[src/rtl/lsu_pkg.sv]
// lsu_pkg: shared types and constants for the MEM-stage load/store unit.
// Holds the FSM state enum, RV32I funct3 size codes and the bus byte-enable width.
package lsu_pkg;

    typedef enum logic [1:0] {
        IDLE,
        REQ,
        WAIT,
        DONE
    } state_e;

    localparam logic [2:0] F3_B  = 3'b000;
    localparam logic [2:0] F3_H  = 3'b001;
    localparam logic [2:0] F3_W  = 3'b010;
    localparam logic [2:0] F3_BU = 3'b100;
    localparam logic [2:0] F3_HU = 3'b101;

    localparam int BE_WIDTH = 4;

endpackage

[src/rtl/lsu_align.sv]
// lsu_align: combinational lane logic for the load/store unit.
// Request side: we_i/f3_i/off_i/wdata_i -> be_o, lane_wdata_o, fault_o (misaligned or
// illegal funct3). Load side: ld_f3_i/ld_off_i/rdata_i -> ld_data_o (aligned, extended).
module lsu_align
    import lsu_pkg::*;
#(
    parameter int DATA_WIDTH = 32
) (
    input  logic                  we_i,
    input  logic [2:0]            f3_i,
    input  logic [1:0]            off_i,
    input  logic [DATA_WIDTH-1:0] wdata_i,
    output logic [BE_WIDTH-1:0]   be_o,
    output logic [DATA_WIDTH-1:0] lane_wdata_o,
    output logic                  fault_o,
    input  logic [2:0]            ld_f3_i,
    input  logic [1:0]            ld_off_i,
    input  logic [DATA_WIDTH-1:0] rdata_i,
    output logic [DATA_WIDTH-1:0] ld_data_o
);

    logic is_b;
    logic is_h;
    logic is_w;
    logic [DATA_WIDTH-1:0] sh;

    // Unsigned variants only exist for loads.
    assign is_b = (f3_i == F3_B) || (!we_i && f3_i == F3_BU);
    assign is_h = (f3_i == F3_H) || (!we_i && f3_i == F3_HU);
    assign is_w = (f3_i == F3_W);

    always_comb begin
        be_o         = '0;
        lane_wdata_o = '0;
        fault_o      = 1'b0;
        unique case (1'b1)
            is_b: begin
                be_o         = BE_WIDTH'(1) << off_i;
                lane_wdata_o = {4{wdata_i[7:0]}};
            end
            is_h: begin
                be_o         = off_i[1] ? 4'b1100 : 4'b0011;
                lane_wdata_o = {2{wdata_i[15:0]}};
                fault_o      = off_i[0];
            end
            is_w: begin
                be_o         = 4'b1111;
                lane_wdata_o = wdata_i;
                fault_o      = (off_i != 2'b00);
            end
            default: fault_o = 1'b1;
        endcase
        if (!we_i) lane_wdata_o = '0;
    end

    assign sh = rdata_i >> {ld_off_i, 3'b000};

    always_comb begin
        ld_data_o = rdata_i;
        unique case (ld_f3_i)
            F3_B:    ld_data_o = {{(DATA_WIDTH-8){sh[7]}}, sh[7:0]};
            F3_H:    ld_data_o = {{(DATA_WIDTH-16){sh[15]}}, sh[15:0]};
            F3_BU:   ld_data_o = {{(DATA_WIDTH-8){1'b0}}, sh[7:0]};
            F3_HU:   ld_data_o = {{(DATA_WIDTH-16){1'b0}}, sh[15:0]};
            default: ld_data_o = rdata_i;
        endcase
    end

endmodule

[src/rtl/lsu_mem.sv]
// lsu_mem: MEM-stage load/store responder driving a word-addressed req/gnt/rvalid bus.
// Ports: pipeline request in, stall_o/done_o/rdata_o/misalign_o/timeout_o out, bus_* side.
// Optional LSU_PERF_CNT_EN adds load_cnt_o, store_cnt_o, stall_cnt_o counters.
module lsu_mem
    import lsu_pkg::*;
#(
    parameter int DATA_WIDTH     = 32,
    parameter int TIMEOUT_CYCLES = 16
) (
    input  logic                  clk_i,
    input  logic                  rst_i,
    input  logic                  req_valid_i,
    input  logic                  mem_wren_i,
    input  logic [2:0]            funct3_i,
    input  logic [DATA_WIDTH-1:0] addr_i,
    input  logic [DATA_WIDTH-1:0] wdata_i,
    output logic                  stall_o,
    output logic                  done_o,
    output logic [DATA_WIDTH-1:0] rdata_o,
    output logic                  misalign_o,
    output logic                  timeout_o,
    output logic                  bus_req_o,
    output logic                  bus_we_o,
    output logic [DATA_WIDTH-1:0] bus_addr_o,
    output logic [BE_WIDTH-1:0]   bus_be_o,
    output logic [DATA_WIDTH-1:0] bus_wdata_o,
    input  logic                  bus_gnt_i,
    input  logic                  bus_rvalid_i,
    input  logic [DATA_WIDTH-1:0] bus_rdata_i
`ifdef LSU_PERF_CNT_EN
    ,
    output logic [31:0]           load_cnt_o,
    output logic [31:0]           store_cnt_o,
    output logic [31:0]           stall_cnt_o
`endif
);

    localparam int CW = $clog2(TIMEOUT_CYCLES) + 1;

    state_e                state;
    logic [CW-1:0]         cnt;
    logic [2:0]            f3_q;
    logic [1:0]            off_q;
    logic                  is_store_q;
    logic [BE_WIDTH-1:0]   be;
    logic [DATA_WIDTH-1:0] lane_wdata;
    logic                  fault;
    logic [DATA_WIDTH-1:0] ld_data;

    lsu_align #(
        .DATA_WIDTH(DATA_WIDTH)
    ) u_align (
        .we_i        (mem_wren_i),
        .f3_i        (funct3_i),
        .off_i       (addr_i[1:0]),
        .wdata_i     (wdata_i),
        .be_o        (be),
        .lane_wdata_o(lane_wdata),
        .fault_o     (fault),
        .ld_f3_i     (f3_q),
        .ld_off_i    (off_q),
        .rdata_i     (bus_rdata_i),
        .ld_data_o   (ld_data)
    );

    // The IDLE term must freeze the pipeline in the same cycle the request appears.
    assign stall_o = (state == REQ) || (state == WAIT) ||
                     (state == IDLE && req_valid_i && !rst_i);

    always_ff @(posedge clk_i) begin
        if (rst_i) begin
            state       <= IDLE;
            cnt         <= '0;
            f3_q        <= '0;
            off_q       <= '0;
            is_store_q  <= 1'b0;
            done_o      <= 1'b0;
            rdata_o     <= '0;
            misalign_o  <= 1'b0;
            timeout_o   <= 1'b0;
            bus_req_o   <= 1'b0;
            bus_we_o    <= 1'b0;
            bus_addr_o  <= '0;
            bus_be_o    <= '0;
            bus_wdata_o <= '0;
        end else begin
            done_o     <= 1'b0;
            rdata_o    <= '0;
            misalign_o <= 1'b0;
            timeout_o  <= 1'b0;
            case (state)
                IDLE: begin
                    if (req_valid_i) begin
                        f3_q       <= funct3_i;
                        off_q      <= addr_i[1:0];
                        is_store_q <= mem_wren_i;
                        if (fault) begin
                            state      <= DONE;
                            done_o     <= 1'b1;
                            misalign_o <= 1'b1;
                        end else begin
                            state       <= REQ;
                            bus_req_o   <= 1'b1;
                            bus_we_o    <= mem_wren_i;
                            bus_addr_o  <= {addr_i[DATA_WIDTH-1:2], 2'b00};
                            bus_be_o    <= be;
                            bus_wdata_o <= lane_wdata;
                        end
                    end
                end
                REQ: begin
                    if (bus_gnt_i) begin
                        bus_req_o <= 1'b0;
                        cnt       <= '0;
                        if (is_store_q) begin
                            state  <= DONE;
                            done_o <= 1'b1;
                        end else begin
                            state <= WAIT;
                        end
                    end
                end
                WAIT: begin
                    if (bus_rvalid_i) begin
                        state   <= DONE;
                        done_o  <= 1'b1;
                        rdata_o <= ld_data;
                    end else if (cnt == CW'(TIMEOUT_CYCLES - 1)) begin
                        state     <= DONE;
                        done_o    <= 1'b1;
                        timeout_o <= 1'b1;
                    end else begin
                        cnt <= cnt + CW'(1);
                    end
                end
                DONE:    state <= IDLE;
                default: state <= IDLE;
            endcase
        end
    end

`ifdef LSU_PERF_CNT_EN
    always_ff @(posedge clk_i) begin
        if (rst_i) begin
            load_cnt_o  <= '0;
            store_cnt_o <= '0;
            stall_cnt_o <= '0;
        end else begin
            if (stall_o) stall_cnt_o <= stall_cnt_o + 32'd1;
            if (done_o && !misalign_o && !timeout_o) begin
                if (is_store_q) store_cnt_o <= store_cnt_o + 32'd1;
                else            load_cnt_o  <= load_cnt_o + 32'd1;
            end
        end
    end
`endif

endmodule

[config.mk]
export PLATFORM = sky130hd
export DESIGN_NAME = lsu_mem
export DESIGN_NICKNAME = d
export VERILOG_FILES = /design/src/rtl/lsu_pkg.sv /design/src/rtl/lsu_align.sv /design/src/rtl/lsu_mem.sv
export SDC_FILE = /design/constraint.sdc
export NUM_CORES = 1
export LEC_CHECK = 0
export ABC_AREA = 1
export CORE_MARGIN = 8
export CORE_UTILIZATION = 44
export DETAILED_ROUTE_END_ITERATION = 8
export GPL_ROUTABILITY_DRIVEN = 0
export PLACE_DENSITY = 0.79
export SYNTH_ARGS = -nofsm -noshare
export SYNTH_HDL_FRONTEND = slang
export SYNTH_SLANG_ARGS = --single-unit
[constraint.sdc]
create_clock -name clk_i -period 2.55 [get_ports clk_i]
set_clock_uncertainty 0.05 [all_clocks]
set_input_delay 0.51 -clock clk_i [delete_from_list [all_inputs] [get_ports clk_i]]
set_output_delay 0.51 -clock clk_i [all_outputs]
set_load 0.01 [all_outputs]
==> metrics.cfg <==
[run_status]
status = finished, final reports clean

[place]
dpl.hpwl_microns = 12600
io_buffer_count = 208
placed_cell_area_sq_um = 7506

[global_route]
gr-total-overflow = 0
first_global_vias = 5545
grt_max_degree = 68
antenna_found_initial = 0
grt_pass1_wl_microns = 28570
track_usage_pct = 22.15

[sta]
rsz0062_at_grt = no
fin_crit_sh_pct = 94.84
setup_violations = 0
layout_min_cycle_time_ns = 2.418
hold_violations = 0
tightest_slew_ns = 0.7234
relSlewSlack_pct = 51.77
clock.fmax_mhz = 413.5
tns_ns = 0
slew_violations = 0

[cells_and_area]
final_area_sq_um = 8038
final_layout_size_suffix_gt1_share_pct = 6.017
fillCellCount = 1024
n_antenna_cell = 0
fin_nets = 1065
syn_to_final_growth_pct = 51.51

[critical_path]
rr_worst_depth = 10
timing.rr.start = state[1]$_SDFFE_PP0P_
critPathTopFamily = buffers and inverters
worst_path_largest_cell_delay_ns = 0.56
worst_ep_arrival_time_ns = 1.86
crit_buf_inv = 2
critPathKind = reg2out
cpMaxStageDelayCell = clkdlybuf4s50_1
r2r_end = bus_wdata_o[28]$_SDFFE_PP0P_
r2r_slack_ns = 0.62
crit_chain = inv_1 -> ha_1 -> nand2_1 -> o21bai_1 -> clkdlybuf4s50_1
required_ns = 1.99
cp.depth = 5
crit_start = state[1]$_SDFFE_PP0P_
end_kind = output port
crit_fanout = 4
crit_end = stall_o
cp-start-kind = register

[die]
ios = 211
chipWidth_microns = 125.8
initial_utilization_pct = 44.54
rows = 40
dieArea_sq_um = 15830
core_sq_um = 11910
die_y_microns = 125.8

[logic_synthesis]
netlist_area_sq_um = 5305
yosysSeqAreaShare_pct = 43.77
synth_flop_cell = dfxtp_1
async_flop_share_pct = 0
synth_area_per_cell_sq_um = 7.008
synth_cell_types = 29
synth_edf_count = 0
synth.area.top_cells = dfxtp_1 (44%), nand2_1 (14%), nand3_1 (10%)
synth_top_area_share_pct = 43.77
yosysTopAreaCell = dfxtp_1
synth-seq-cells = 116
synth_cells = 757
yosys_warnings = 0

[detailed_routing]
num_vias = 5855
postRouteAntennaNets = 0
drt-total-wl_microns = 17690
wl_per_cell_microns = 15.92
firstDrtPassIters = 6
drc = 0
drt_iter0_drc = 613
viasPerCell = 5.270

[power]
peakVddDrop_v = 0.0004862
p_total_uw = 6099
p_leak_uw = 0.003335
powerDensity_nw_per_um2 = 758.8

[run]
drv_cap = 0

[clock_tree]
cts_setup_buffers = 0
cts_root_buf = clkbuf_16
cts-buffers-inserted = 17
max-clock-path-buffers = 2
tritoncts = built
cts_num_sinks = 116
clk_pin_slew_worst_paths_ns = 0.05
cts_max_level = 4
clock_latency_ns = 0.41

[min_path]
worstHoldPathType = in2reg

## flip-flops by register name, indices dropped and copies added, names as in the netlist
name	cells
bus_wdata_o	32
rdata_o	32
bus_addr_o	30
cnt	5
bus_be_o	4
f3_q	3
off_q	2
state	2
bus_req_o	1
bus_we_o	1
done_o	1
is_store_q	1
misalign_o	1
timeout_o	1
## power breakdown
| group | internal, uW | switching (uW) |
|---|---|---|
| Clock | 1350 | 766 |
| Sequential | 1990 | 93.2 |
| Combinational | 801 | 1100 |
| Total | 4140 | 1960 |
## repair_timing
action	4_1_cts	5_1_grt
hold buffers	0	0
endpoints found under the setup margin	0	1
resized for setup	0	1
## per-layer routing
metal / wire length, microns / global-route usage, % / up-vias
met5: 0 / 0 / -
met4: 401 / 8.280 / 0
met3: 1478 / 8.059 / 29
met2: 8278 / 35.89 / 274
met1: 7528 / 26.36 / 2657
li1: - / - / 2895
## through the flow
stage	hold slack, ns	utilization (%)	cells	setup slack [ns]
2_1_floorplan	0.4092	-	758	0.7012
5_1_grt	0.3376	67.48	1111	0.006628
3_3_place_gp	0.3965	63.01	1081	0.2722
4_1_cts	0.3110	67.47	1111	0.06123
3_5_place_dp	0.4025	63.01	1081	0.2189
6_report	0.3293	67.48	1111	0.1315
## cell families (layout without fill, tap and decap cells)
kind of cell	after synthesis	in the layout	share of synthesized area [%]
adder cells (fa/ha/maj)	7	7	1.651
flip-flops	116	116	43.77
AO/OA/AOI/OAI	156	156	15.99
AND/OR/NAND/NOR	365	365	29.67
other	1	2	0.07069
buffers and inverters	112	318	8.844
## area by class of cell
| cell class | count | area, sq um | share of cell area [%] |
|---|---|---|---|
| Clock buffer | 25 | 505.5 | 6.289 |
| Clock inverter | 5 | 25.02 | 0.3113 |
| Inverter | 60 | 225.2 | 2.802 |
| Multi-Input combinational cell | 530 | 2522 | 31.38 |
| Sequential cell | 116 | 2323 | 28.91 |
| Tap cell | 147 | 183.9 | 2.288 |
| Timing Repair Buffer | 228 | 2252 | 28.02 |
## cells in the final DEF, fill, tap and decap left out, types with 2 or more instances in the layout
cell type,count
clkbuf_1,3
dfxtp_1,115
nor2_1,31
nand3_1,111
a21boi_0,2
a21oi_1,96
clkinv_2,5
clkbuf_8,5
buf_12,2
buf_4,18
nor3_1,6
nand2_1,201
ha_1,7
clkdlybuf4s50_1,207
conb_1,2
o21ai_0,34
clkinv_1,2
o31ai_1,9
o21bai_1,2
o211ai_1,10
inv_1,54
nand4_1,10
inv_2,4
clkbuf_16,17
## worst min-delay path by stage
stage                           startpoint                     endpoint  slack [ns]  depth (start not counted)
2_1_floorplan      is_store_q$_SDFFE_PP0P_      is_store_q$_SDFFE_PP0P_        0.41                          2
5_1_grt                              rst_i        misalign_o$_SDFF_PP0_        0.34                          2
3_3_place_gp   bus_addr_o[15]$_SDFFE_PP0P_  bus_addr_o[15]$_SDFFE_PP0P_        0.40                          2
3_5_place_dp   bus_addr_o[26]$_SDFFE_PP0P_  bus_addr_o[26]$_SDFFE_PP0P_        0.40                          2
4_1_cts                              rst_i        misalign_o$_SDFF_PP0_        0.31                          2
6_report                             rst_i        misalign_o$_SDFF_PP0_        0.33                          2
## Yosys cell counts, types with 9 or more instances
cell type	count
nand2_1	201
dfxtp_1	116
nand3_1	111
a21oi_1	96
inv_1	54
o21ai_0	34
nor2_1	31
clkbuf_1	30
buf_2	12
nand4_1	10
o211ai_1	10
buf_4	9
o31ai_1	9
No activity file was read; power rests on OpenSTA's default activity.
